`src/rtl/branch_target_predictor_if.sv`:
```
// Fetch/execute-side bundle of the branch target predictor: IF lookup, EX training,
// table flush and statistics.
interface branch_target_predictor_if #(
  parameter int ADDR_W = 32,
  parameter int STAT_W = 16
);
  logic              lookup_valid;
  logic [ADDR_W-1:0] lookup_pc;
  logic              pred_taken;
  logic [ADDR_W-1:0] pred_target;
  logic              upd_valid;
  logic [ADDR_W-1:0] upd_pc;
  logic              upd_taken;
  logic              upd_is_jump;
  logic [ADDR_W-1:0] upd_target;
  logic              upd_pred_taken;
  logic [ADDR_W-1:0] upd_pred_target;
  logic              flush_all;
  logic              mispredict;
  logic [STAT_W-1:0] upd_count;
  logic [STAT_W-1:0] mispredict_count;

  modport master (
    output lookup_valid, lookup_pc, upd_valid, upd_pc, upd_taken, upd_is_jump,
           upd_target, upd_pred_taken, upd_pred_target, flush_all,
    input  pred_taken, pred_target, mispredict, upd_count, mispredict_count
  );

  modport slave (
    input  lookup_valid, lookup_pc, upd_valid, upd_pc, upd_taken, upd_is_jump,
           upd_target, upd_pred_taken, upd_pred_target, flush_all,
    output pred_taken, pred_target, mispredict, upd_count, mispredict_count
  );
endinterface

```
`src/rtl/branch_target_predictor.sv`:
```
// Direct-mapped branch target buffer with per-entry saturating direction counters.
// Zero-latency lookup for IF, training and misprediction flagging from EX.
module branch_target_predictor #(
  parameter int ADDR_W         = 32,
  parameter int ENTRIES        = 16,
  parameter int CTR_W          = 2,
  parameter int STAT_W         = 16,
  parameter int PREDICT_KERNEL = 1
) (
  input logic                      clk,
  input logic                      reset,
  branch_target_predictor_if.slave bus
);
  localparam int IDX_W = $clog2(ENTRIES);
  localparam int TAG_W = ADDR_W - IDX_W - 2;
  localparam logic [CTR_W-1:0]  CTR_MAX  = {CTR_W{1'b1}};
  localparam logic [CTR_W-1:0]  CTR_WEAK = CTR_W'(1) << (CTR_W - 1);
  localparam logic [STAT_W-1:0] STAT_MAX = {STAT_W{1'b1}};

  logic              valid_r  [ENTRIES];
  logic [TAG_W-1:0]  tag_r    [ENTRIES];
  logic [ADDR_W-1:0] target_r [ENTRIES];
  logic [CTR_W-1:0]  ctr_r    [ENTRIES];
  logic [STAT_W-1:0] upd_count_r;
  logic [STAT_W-1:0] mispredict_count_r;

  logic [IDX_W-1:0]  lk_idx_s;
  logic [TAG_W-1:0]  lk_tag_s;
  logic              lk_hit_s;
  logic              pred_taken_s;
  logic [ADDR_W-1:0] pred_target_s;
  logic [IDX_W-1:0]  up_idx_s;
  logic [TAG_W-1:0]  up_tag_s;
  logic              up_en_s;
  logic              up_hit_s;
  logic              tbl_we_s;
  logic [CTR_W-1:0]  ctr_nxt_s;
  logic [ADDR_W-1:0] target_nxt_s;
  logic              mispredict_s;

  function automatic logic kernel_ok(input logic [ADDR_W-1:0] pc);
    return (PREDICT_KERNEL != 0) || !pc[ADDR_W-1];
  endfunction

  function automatic logic [CTR_W-1:0] ctr_inc(input logic [CTR_W-1:0] c);
    return (c == CTR_MAX) ? c : c + CTR_W'(1);
  endfunction

  function automatic logic [CTR_W-1:0] ctr_dec(input logic [CTR_W-1:0] c);
    return (c == {CTR_W{1'b0}}) ? c : c - CTR_W'(1);
  endfunction

  // IF lookup: reads the table as it stood before this cycle's update
  always_comb begin
    lk_idx_s     = bus.lookup_pc[IDX_W+1:2];
    lk_tag_s     = bus.lookup_pc[ADDR_W-1:IDX_W+2];
    lk_hit_s     = bus.lookup_valid & valid_r[lk_idx_s] &
                   (tag_r[lk_idx_s] == lk_tag_s) & kernel_ok(bus.lookup_pc);
    pred_taken_s = lk_hit_s & ctr_r[lk_idx_s][CTR_W-1];
    if (pred_taken_s) begin
      pred_target_s = target_r[lk_idx_s];
    end else begin
      pred_target_s = bus.lookup_pc + ADDR_W'(4);
    end
  end

  // EX training: next contents of the entry addressed by upd_pc
  always_comb begin
    up_idx_s     = bus.upd_pc[IDX_W+1:2];
    up_tag_s     = bus.upd_pc[ADDR_W-1:IDX_W+2];
    up_en_s      = bus.upd_valid & kernel_ok(bus.upd_pc);
    up_hit_s     = valid_r[up_idx_s] & (tag_r[up_idx_s] == up_tag_s);
    tbl_we_s     = 1'b0;
    ctr_nxt_s    = ctr_r[up_idx_s];
    target_nxt_s = target_r[up_idx_s];
    mispredict_s = bus.upd_valid &
                   ((bus.upd_taken != bus.upd_pred_taken) |
                    (bus.upd_taken & (bus.upd_target != bus.upd_pred_target)));
    if (up_en_s && up_hit_s) begin
      tbl_we_s = 1'b1;
      if (bus.upd_is_jump) begin
        ctr_nxt_s = CTR_MAX;
      end else if (bus.upd_taken) begin
        ctr_nxt_s = ctr_inc(ctr_r[up_idx_s]);
      end else begin
        ctr_nxt_s = ctr_dec(ctr_r[up_idx_s]);
      end
      if (bus.upd_taken) begin
        target_nxt_s = bus.upd_target;
      end else begin
        target_nxt_s = target_r[up_idx_s];
      end
    end else if (up_en_s && bus.upd_taken) begin
      // Allocation replaces whatever aliased entry lives at this index
      tbl_we_s     = 1'b1;
      ctr_nxt_s    = bus.upd_is_jump ? CTR_MAX : CTR_WEAK;
      target_nxt_s = bus.upd_target;
    end else begin
      tbl_we_s = 1'b0;
    end
  end

  // Table state: reset beats flush, flush beats a same-cycle update
  always_ff @(posedge clk) begin
    if (reset) begin
      for (int i = 0; i < ENTRIES; i++) begin
        valid_r[i]  <= 1'b0;
        tag_r[i]    <= {TAG_W{1'b0}};
        target_r[i] <= {ADDR_W{1'b0}};
        ctr_r[i]    <= {CTR_W{1'b0}};
      end
    end else if (bus.flush_all) begin
      for (int i = 0; i < ENTRIES; i++) begin
        valid_r[i] <= 1'b0;
      end
    end else if (tbl_we_s) begin
      valid_r[up_idx_s]  <= 1'b1;
      tag_r[up_idx_s]    <= up_tag_s;
      target_r[up_idx_s] <= target_nxt_s;
      ctr_r[up_idx_s]    <= ctr_nxt_s;
    end
  end

  // Saturating statistics; flush and kernel filtering do not suppress counting
  always_ff @(posedge clk) begin
    if (reset) begin
      upd_count_r        <= {STAT_W{1'b0}};
      mispredict_count_r <= {STAT_W{1'b0}};
    end else begin
      if (bus.upd_valid && (upd_count_r != STAT_MAX)) begin
        upd_count_r <= upd_count_r + STAT_W'(1);
      end
      if (mispredict_s && (mispredict_count_r != STAT_MAX)) begin
        mispredict_count_r <= mispredict_count_r + STAT_W'(1);
      end
    end
  end

  assign bus.pred_taken       = pred_taken_s;
  assign bus.pred_target      = pred_target_s;
  assign bus.mispredict       = mispredict_s;
  assign bus.upd_count        = upd_count_r;
  assign bus.mispredict_count = mispredict_count_r;
endmodule

```
`src/flat_wrapper.sv`:
```
// flat-port wrapper written by rule: the top's interface ports become plain ports
module branch_target_predictor_flat 
#(
  parameter int ADDR_W         = 32,
  parameter int ENTRIES        = 16,
  parameter int CTR_W          = 2,
  parameter int STAT_W         = 16,
  parameter int PREDICT_KERNEL = 1
)
  (clk, reset, bus_lookup_valid, bus_lookup_pc, bus_upd_valid, bus_upd_pc, bus_upd_taken, bus_upd_is_jump, bus_upd_target, bus_upd_pred_taken, bus_upd_pred_target, bus_flush_all, bus_pred_taken, bus_pred_target, bus_mispredict, bus_upd_count, bus_mispredict_count);
  branch_target_predictor_if #(.ADDR_W(ADDR_W), .STAT_W(STAT_W)) bus_i ();
  input logic clk;
  input logic reset;
  input wire logic [$bits(bus_i.lookup_valid)-1:0] bus_lookup_valid;
  input wire logic [$bits(bus_i.lookup_pc)-1:0] bus_lookup_pc;
  input wire logic [$bits(bus_i.upd_valid)-1:0] bus_upd_valid;
  input wire logic [$bits(bus_i.upd_pc)-1:0] bus_upd_pc;
  input wire logic [$bits(bus_i.upd_taken)-1:0] bus_upd_taken;
  input wire logic [$bits(bus_i.upd_is_jump)-1:0] bus_upd_is_jump;
  input wire logic [$bits(bus_i.upd_target)-1:0] bus_upd_target;
  input wire logic [$bits(bus_i.upd_pred_taken)-1:0] bus_upd_pred_taken;
  input wire logic [$bits(bus_i.upd_pred_target)-1:0] bus_upd_pred_target;
  input wire logic [$bits(bus_i.flush_all)-1:0] bus_flush_all;
  output wire logic [$bits(bus_i.pred_taken)-1:0] bus_pred_taken;
  output wire logic [$bits(bus_i.pred_target)-1:0] bus_pred_target;
  output wire logic [$bits(bus_i.mispredict)-1:0] bus_mispredict;
  output wire logic [$bits(bus_i.upd_count)-1:0] bus_upd_count;
  output wire logic [$bits(bus_i.mispredict_count)-1:0] bus_mispredict_count;
  assign bus_i.lookup_valid = bus_lookup_valid;
  assign bus_i.lookup_pc = bus_lookup_pc;
  assign bus_i.upd_valid = bus_upd_valid;
  assign bus_i.upd_pc = bus_upd_pc;
  assign bus_i.upd_taken = bus_upd_taken;
  assign bus_i.upd_is_jump = bus_upd_is_jump;
  assign bus_i.upd_target = bus_upd_target;
  assign bus_i.upd_pred_taken = bus_upd_pred_taken;
  assign bus_i.upd_pred_target = bus_upd_pred_target;
  assign bus_i.flush_all = bus_flush_all;
  assign bus_pred_taken = bus_i.pred_taken;
  assign bus_pred_target = bus_i.pred_target;
  assign bus_mispredict = bus_i.mispredict;
  assign bus_upd_count = bus_i.upd_count;
  assign bus_mispredict_count = bus_i.mispredict_count;
  branch_target_predictor #(.ADDR_W(ADDR_W), .ENTRIES(ENTRIES), .CTR_W(CTR_W), .STAT_W(STAT_W), .PREDICT_KERNEL(PREDICT_KERNEL)) u_core (.clk(clk), .reset(reset), .bus(bus_i));
endmodule
```
`config.mk`:
```
export PLATFORM = sky130hd
export DESIGN_NAME = branch_target_predictor_flat
export DESIGN_NICKNAME = d
export VERILOG_FILES = /design/src/rtl/branch_target_predictor_if.sv /design/src/rtl/branch_target_predictor.sv /design/src/flat_wrapper.sv
export SDC_FILE = /design/constraint.sdc
export NUM_CORES = 2
export LEC_CHECK = 0
export CORE_ASPECT_RATIO = 0.9
export CORE_MARGIN = 2
export CORE_UTILIZATION = 46
export DETAILED_ROUTE_END_ITERATION = 16
export PLACE_DENSITY_LB_ADDON = 0.25
export SLEW_MARGIN = 20
export SYNTH_ARGS = -nofsm -noshare
export SYNTH_HDL_FRONTEND = slang
export SYNTH_SLANG_ARGS = --single-unit
export TNS_END_PERCENT = 1
```
`constraint.sdc`:
```
create_clock -name clk -period 12.9 [get_ports clk]
set_clock_uncertainty 0.15 [all_clocks]
set_input_delay 1.29 -clock clk [delete_from_list [all_inputs] [get_ports clk]]
set_output_delay 1.29 -clock clk [all_outputs]
set_load 0.02 [all_outputs]
```
**Word level (Yosys, flattened, before mapping)**

Memory sizes are Yosys's and may differ from the RTL's.
Cells that the tools add are included.

- Memory bits (read-only): 0
- Logic and storage cells: 103
- Bits in latches: 0
- Memories kept: 4
- Bits of input ports: 136
- Output and inout bits: 66
- RAM bits: 976
- Bits in registers: 32

Memory list:

| name | depth | width | read ports | clocked after Yosys merged registers in | write ports | RTL line | text |
|---|---|---|---|---|---|---|---|
| u_core.target_r | 16 | 32 | 1 | 0 | 16 | branch_target_predictor.sv:22 | `logic [ADDR_W-1:0] target_r [ENTRIES];` |
| u_core.tag_r | 16 | 26 | 2 | 0 | 16 | branch_target_predictor.sv:21 | `logic [TAG_W-1:0] tag_r [ENTRIES];` |
| u_core.ctr_r | 16 | 2 | 2 | 0 | 16 | branch_target_predictor.sv:23 | `logic [CTR_W-1:0] ctr_r [ENTRIES];` |
| u_core.valid_r | 16 | 1 | 2 | 0 | 16 | branch_target_predictor.sv:20 | `logic valid_r [ENTRIES];` |

- Bitwise operators: 23
- Eq/ne operators: 9
- $add $sub $neg: 5
- Muxes and demuxes: 50
- $mul: 0
- $lt $le $gt $ge: 0
- Shift-type cells: 0
- Reductions and logical operators: 10
- Divide/modulo/power cells: 0

Operators by type and width:

| cell | number |
|---|---|
| $mux W32 | 5 |
| $eq A26 B26 Y1 | 2 |
| $mux W1 | 33 |
| $add A16 B1 Y16 const B | 2 |
| $add A32 B3 Y32 const B | 1 |
| $ne A16 B16 Y1 const B | 2 |
| $ne A32 B32 Y1 | 1 |
| $reduce_or A32 Y1 | 1 |
| $mux W26 | 1 |
| $reduce_or A26 Y1 | 1 |
| $or A1 B1 Y1 | 17 |
| $mux W4 | 4 |
| $mux W2 | 7 |
| $and A1 B1 Y1 | 6 |
| $logic_and A1 B1 Y1 | 4 |
| $ne A2 B2 Y1 const B | 2 |
| $reduce_and A3 Y1 | 1 |
| $add A2 B1 Y2 const B | 1 |
| $eq A2 B2 Y1 const B | 1 |
| $logic_not A2 Y1 | 1 |
| $reduce_or A2 Y1 | 1 |
| $sub A2 B1 Y2 const B | 1 |
| $ne A1 B1 Y1 | 1 |
| $reduce_or A1 Y1 | 1 |

**Logic depth before layout (Yosys ltp)**

An unclocked memory read counts as a cell.

- Word-level depth: 12
- Depth in mapped cells: 16
- Gate-level depth less buffers: 9

**Worst setup path before layout**

Ideal clock, no wire load.

- Path kind: input to output
- From: input port bus_lookup_pc[2]
- To: output port bus_pred_target[2]
- Cell stages on the path: 10
- Path buffers: 4
- Slack: 6,766 ps
- Data required time: 11,460 ps
- Data arrival time: 4,694 ps
- Cell sequence: buf_2 buf_2 buf_1 mux4_2 mux4_2 xnor2_1 nand4_1 nor4_4 buf_4 mux2i_1

- Word-level cells in the longest chain between the ends: 5
- Elaborated cells on any way between the ends: 10
- Classes of those cells: add/sub (1); eq/ne (1); mux (1); bitwise (3); memory (4)

RTL lines:

| item | RTL line | text |
|---|---|---|
| start, declared | flat_wrapper.sv:15 | `input wire logic [$bits(bus_i.lookup_pc)-1:0] bus_lookup_pc;` |
| $mem_v2 Z16 W26 or $mem_v2 Z16 W1 (tied branches) | - |  |
| $eq A26 B26 Y1 or $and A1 B1 Y1 (tied branches) | branch_target_predictor.sv:58, branch_target_predictor.sv:57 |  |
| $and A1 B1 Y1 | branch_target_predictor.sv:57 | `lk_hit_s = bus.lookup_valid & valid_r[lk_idx_s] &` |
| $and A1 B1 Y1 | branch_target_predictor.sv:59 | `pred_taken_s = lk_hit_s & ctr_r[lk_idx_s][CTR_W-1];` |
| $mux W32 (*) | branch_target_predictor.sv:60 | `if (pred_taken_s) begin` |
| end, declared | flat_wrapper.sv:25 | `output wire logic [$bits(bus_i.pred_target)-1:0] bus_pred_target;` |

Every way passes the cells marked *; elsewhere a longest branch is shown, timed or not.

**Final worst setup path**

- From: input port bus_lookup_pc[2]
- To: output port bus_pred_target[6]

Same word-level chain as after synthesis.

==> impl_metrics.env <==
export IMPL_dr_pass1_iters=6
export IMPL_fin_cells=5096
export IMPL_rsz0062_at_grt="false"
export IMPL_cts_max_level=3
export IMPL_startpoint_type="input port"
export IMPL_hold_class="reg -> reg"
export IMPL_antenna_found_initial=13
export IMPL_tritoncts="yes"
export IMPL_die_y_um=318
export IMPL_io_pins=202
export IMPL_drcViolationCount=0
export IMPL_cp_required_ps=11460
export IMPL_hold_viol_final=0
export IMPL_placed_area_mm2=0.0539
export IMPL_yosysMostFrequentCell="edfxtp_1"
export IMPL_max_freq_mhz=117
export IMPL_netlist_area_mm2=0.0505
export IMPL_overflow=0
export IMPL_max_stage_delay_ps=850
export IMPL_criticalPathCategory="in -> out"
export IMPL_grt_pass1_vias=31200
export IMPL_setup_worst_path_end_class="output port"
export IMPL_vdd_ir_drop_max_mv=0.107
export IMPL_drive_gt1_share_pct=20.0
export IMPL_multi_input_area_mm2=0.0195
export IMPL_synth_nets=3582
export IMPL_syn_instance_count=3443
export IMPL_synth_warnings=0
export IMPL_fillers=8998
export IMPL_core_area_mm2=0.109
export IMPL_cp_buffers_inverters=4
export IMPL_cpMaxStageDelayCell="buf_4"
export IMPL_clock_latency_ps=700
export IMPL_place_gp_congestion=0.888
export IMPL_layout_min_cycle_time_ps=8570
export IMPL_fin_crit_sh_pct=66.4
export IMPL_via_count=31500
export IMPL_ys_flop_type="edfxtp_1"
export IMPL_cts_root_buffer="clkbuf_16"
export IMPL_drt_iter0_markers=4559
export IMPL_via_per_inst=6.18
export IMPL_dpl_cell_count=4892
export IMPL_arrival_ps=7130
export IMPL_holdWs_ps=313
export IMPL_wl_per_cell_um=31.6
export IMPL_final_area_mm2=0.0573
export IMPL_p_per_area_mw_per_mm2=133
export IMPL_clk_pin_slew_ps=60
export IMPL_final_seq_area_mm2=0.0298
export IMPL_synth_seq_area_share_pct=58.9
export IMPL_rows=115
export IMPL_swShare_pct=24.7
export IMPL_crit_fanout=69
export IMPL_relSlewSlack_pct=20.2
export IMPL_slew_viol_final=0
export IMPL_syn2layout_area_growth_pct=13.3
export IMPL_grt_max_degree=113
export IMPL_crit_family="buffers and inverters"
export IMPL_dieArea_mm2=0.113
export IMPL_setup_viol=0
export IMPL_outcome="finished, final reports clean"
export IMPL_synth_seq_cells=1008
export IMPL_cts_setup_buffers=0
export IMPL_global_route_usage_total_pct=28.5
export IMPL_ant_nets=0
export IMPL_synthArstFlopShare_pct=0
export IMPL_yosysUniqueCellTypes=59
export IMPL_synth_top_cell_area_share_pct=57.0
export IMPL_cts_resized_gates=0
export IMPL_synth_area_per_cell_um2=14.7
export IMPL_clock_power_share_pct=39.3
export IMPL_p_leak_nw=19.7
export IMPL_synth_top_family_by_area="multiplexers"
export IMPL_worst_pin_slew_ps=1190
export IMPL_synth_xor_area_share_pct=2.29
export IMPL_synthMuxAreaShare_pct=18.8
export IMPL_synth_edff_count=960
export IMPL_combPwrFrac_pct=10.6
export IMPL_synth_compound_area_share_pct=2.90
export IMPL_yosys_area_share_adder_pct=0.114
export IMPL_postCtsHoldBufs=0
export IMPL_tns_ps=0
export IMPL_synthTopCellsByCount="edfxtp_1 (960), and2_1 (774), mux4_2 (377), nor2_1 (222), clkbuf_1 (198)"
export IMPL_cts_made_buffers=107
export IMPL_synth_area_leader_cell="edfxtp_1"
export IMPL_power_switching_mw=1.88
export IMPL_p_int_mw=5.72
export IMPL_port_buffers=199
export IMPL_grt_pass1_wl_um=229000
export IMPL_wirelength_um=161000
export IMPL_seqPwrFrac_pct=50.0
export IMPL_final_nets=3678
export IMPL_cts_path_max_buffers=3
export IMPL_fp_dieW_um=353
export IMPL_synthTopCellsByArea="edfxtp_1 (57%), mux4_2 (17%), and2_1 (9.6%)"
export IMPL_hpwl_um=95300
export IMPL_maxCapViolations=0
export IMPL_clkSinkCount=1008
export IMPL_start_util_pct=46.3
export IMPL_worstPathCellList="buf_8, buf_4, mux4_2, mux4_2, xnor2_1, nand4_1, or4_1, nor4_4, buf_4, nand2_1, o21ai_0, clkdlybuf4s50_1"
export IMPL_synthSimpleGateAreaFrac_pct=14.1
-- final cells by class --
type	instances	share of cell area, %
antenna	4	0.0175
clock buffer	126	4.82
clock inverter	74	0.983
inverter	23	0.151
multi-input combinational	2108	34.1
sequential	1008	52.0
tap	1462	3.19
timing repair buffer	291	4.70
-- worst paths after layout --
path | from | end | slack, ps | cells past startpoint
setup / recovery | bus_lookup_pc[2] | bus_pred_target[6] | 4330 | 12
hold / removal | u_core.valid_r[1] | u_core.valid_r[1] | 310 | 2
setup reg to reg | u_core.tag_r[14][3] | u_core.tag_r[2][14] | 7210 | 12
hold reg to reg | u_core.valid_r[1] | u_core.valid_r[1] | 310 | 2
-- state kept, by name, indices dropped and copies added (netlist names) --
register	count
u_core.target_r	512
u_core.valid_r	16
u_core.bus.mispredict_count	16
u_core.bus.upd_count	16
u_core.ctr_r	32
u_core.tag_r	416
-- layer usage --
| metal | global-route usage [%] | share of wire [%] | vias up |
|---|---|---|---|
| li1 | - | - | 13100 |
| met1 | 40.1 | 39 | 16100 |
| met2 | 42.7 | 45 | 1927 |
| met3 | 7.89 | 12 | 341 |
| met4 | 10.2 | 3.8 | 8 |
| met5 | 0 | 0.029 | - |
-- layout by cell type (no fill, tap or decap), types with 14 or more instances in the layout --
master and n:
o21ai_0 51, mux4_2 377, or2_2 17, xor2_1 79, nand2b_2 16, a211oi_1 18
o211ai_1 14, clkdlybuf4s50_1 190, buf_4 94, and3_1 22, edfxtp_1 960, dfxtp_1 48
clkinv_2 35, and2_1 774, xnor2_1 53, nand2_1 114, a22oi_1 17, nand3_1 41
clkbuf_1 18, clkbuf_16 107, clkinv_1 30, mux2i_1 88, nor2_1 217, o21a_1 16
-- power by group through the flow --
stage	registers, mW	logic (mW)	clock network [mW]
after floorplan	3.84	0.477	0
after global placement	3.86	0.792	0
after detailed placement	3.87	0.794	0
after CTS	3.80	0.797	3.01
after global routing	3.82	0.838	3.14
final	3.80	0.808	2.99
-- through the flow --
stage	util, %	total power, mW	setup WS (ps)
finish	52.5	7.60	4330
global route	52.5	7.79	4000
CTS	52.5	7.61	4310
detailed placement	49.4	4.66	4350
global placement	49.4	4.65	4390
floorplan	-	4.32	6770
-- kinds of logic after synthesis --
group | count (synthesis)
AND/OR/NAND/NOR | 1282
buffers and inverters | 327
flip-flops | 1008
multiplexers | 479
XOR/XNOR | 132
AO/OA/AOI/OAI | 210
adder cells (fa/ha/maj) | 5
-- worst min-delay path, delay by kind of cell (launching register included) --
kind             cells  cell delay, ps
DFF                  1             320
and+or+nand+nor      2             100
(Power assumes the default switching activity.)
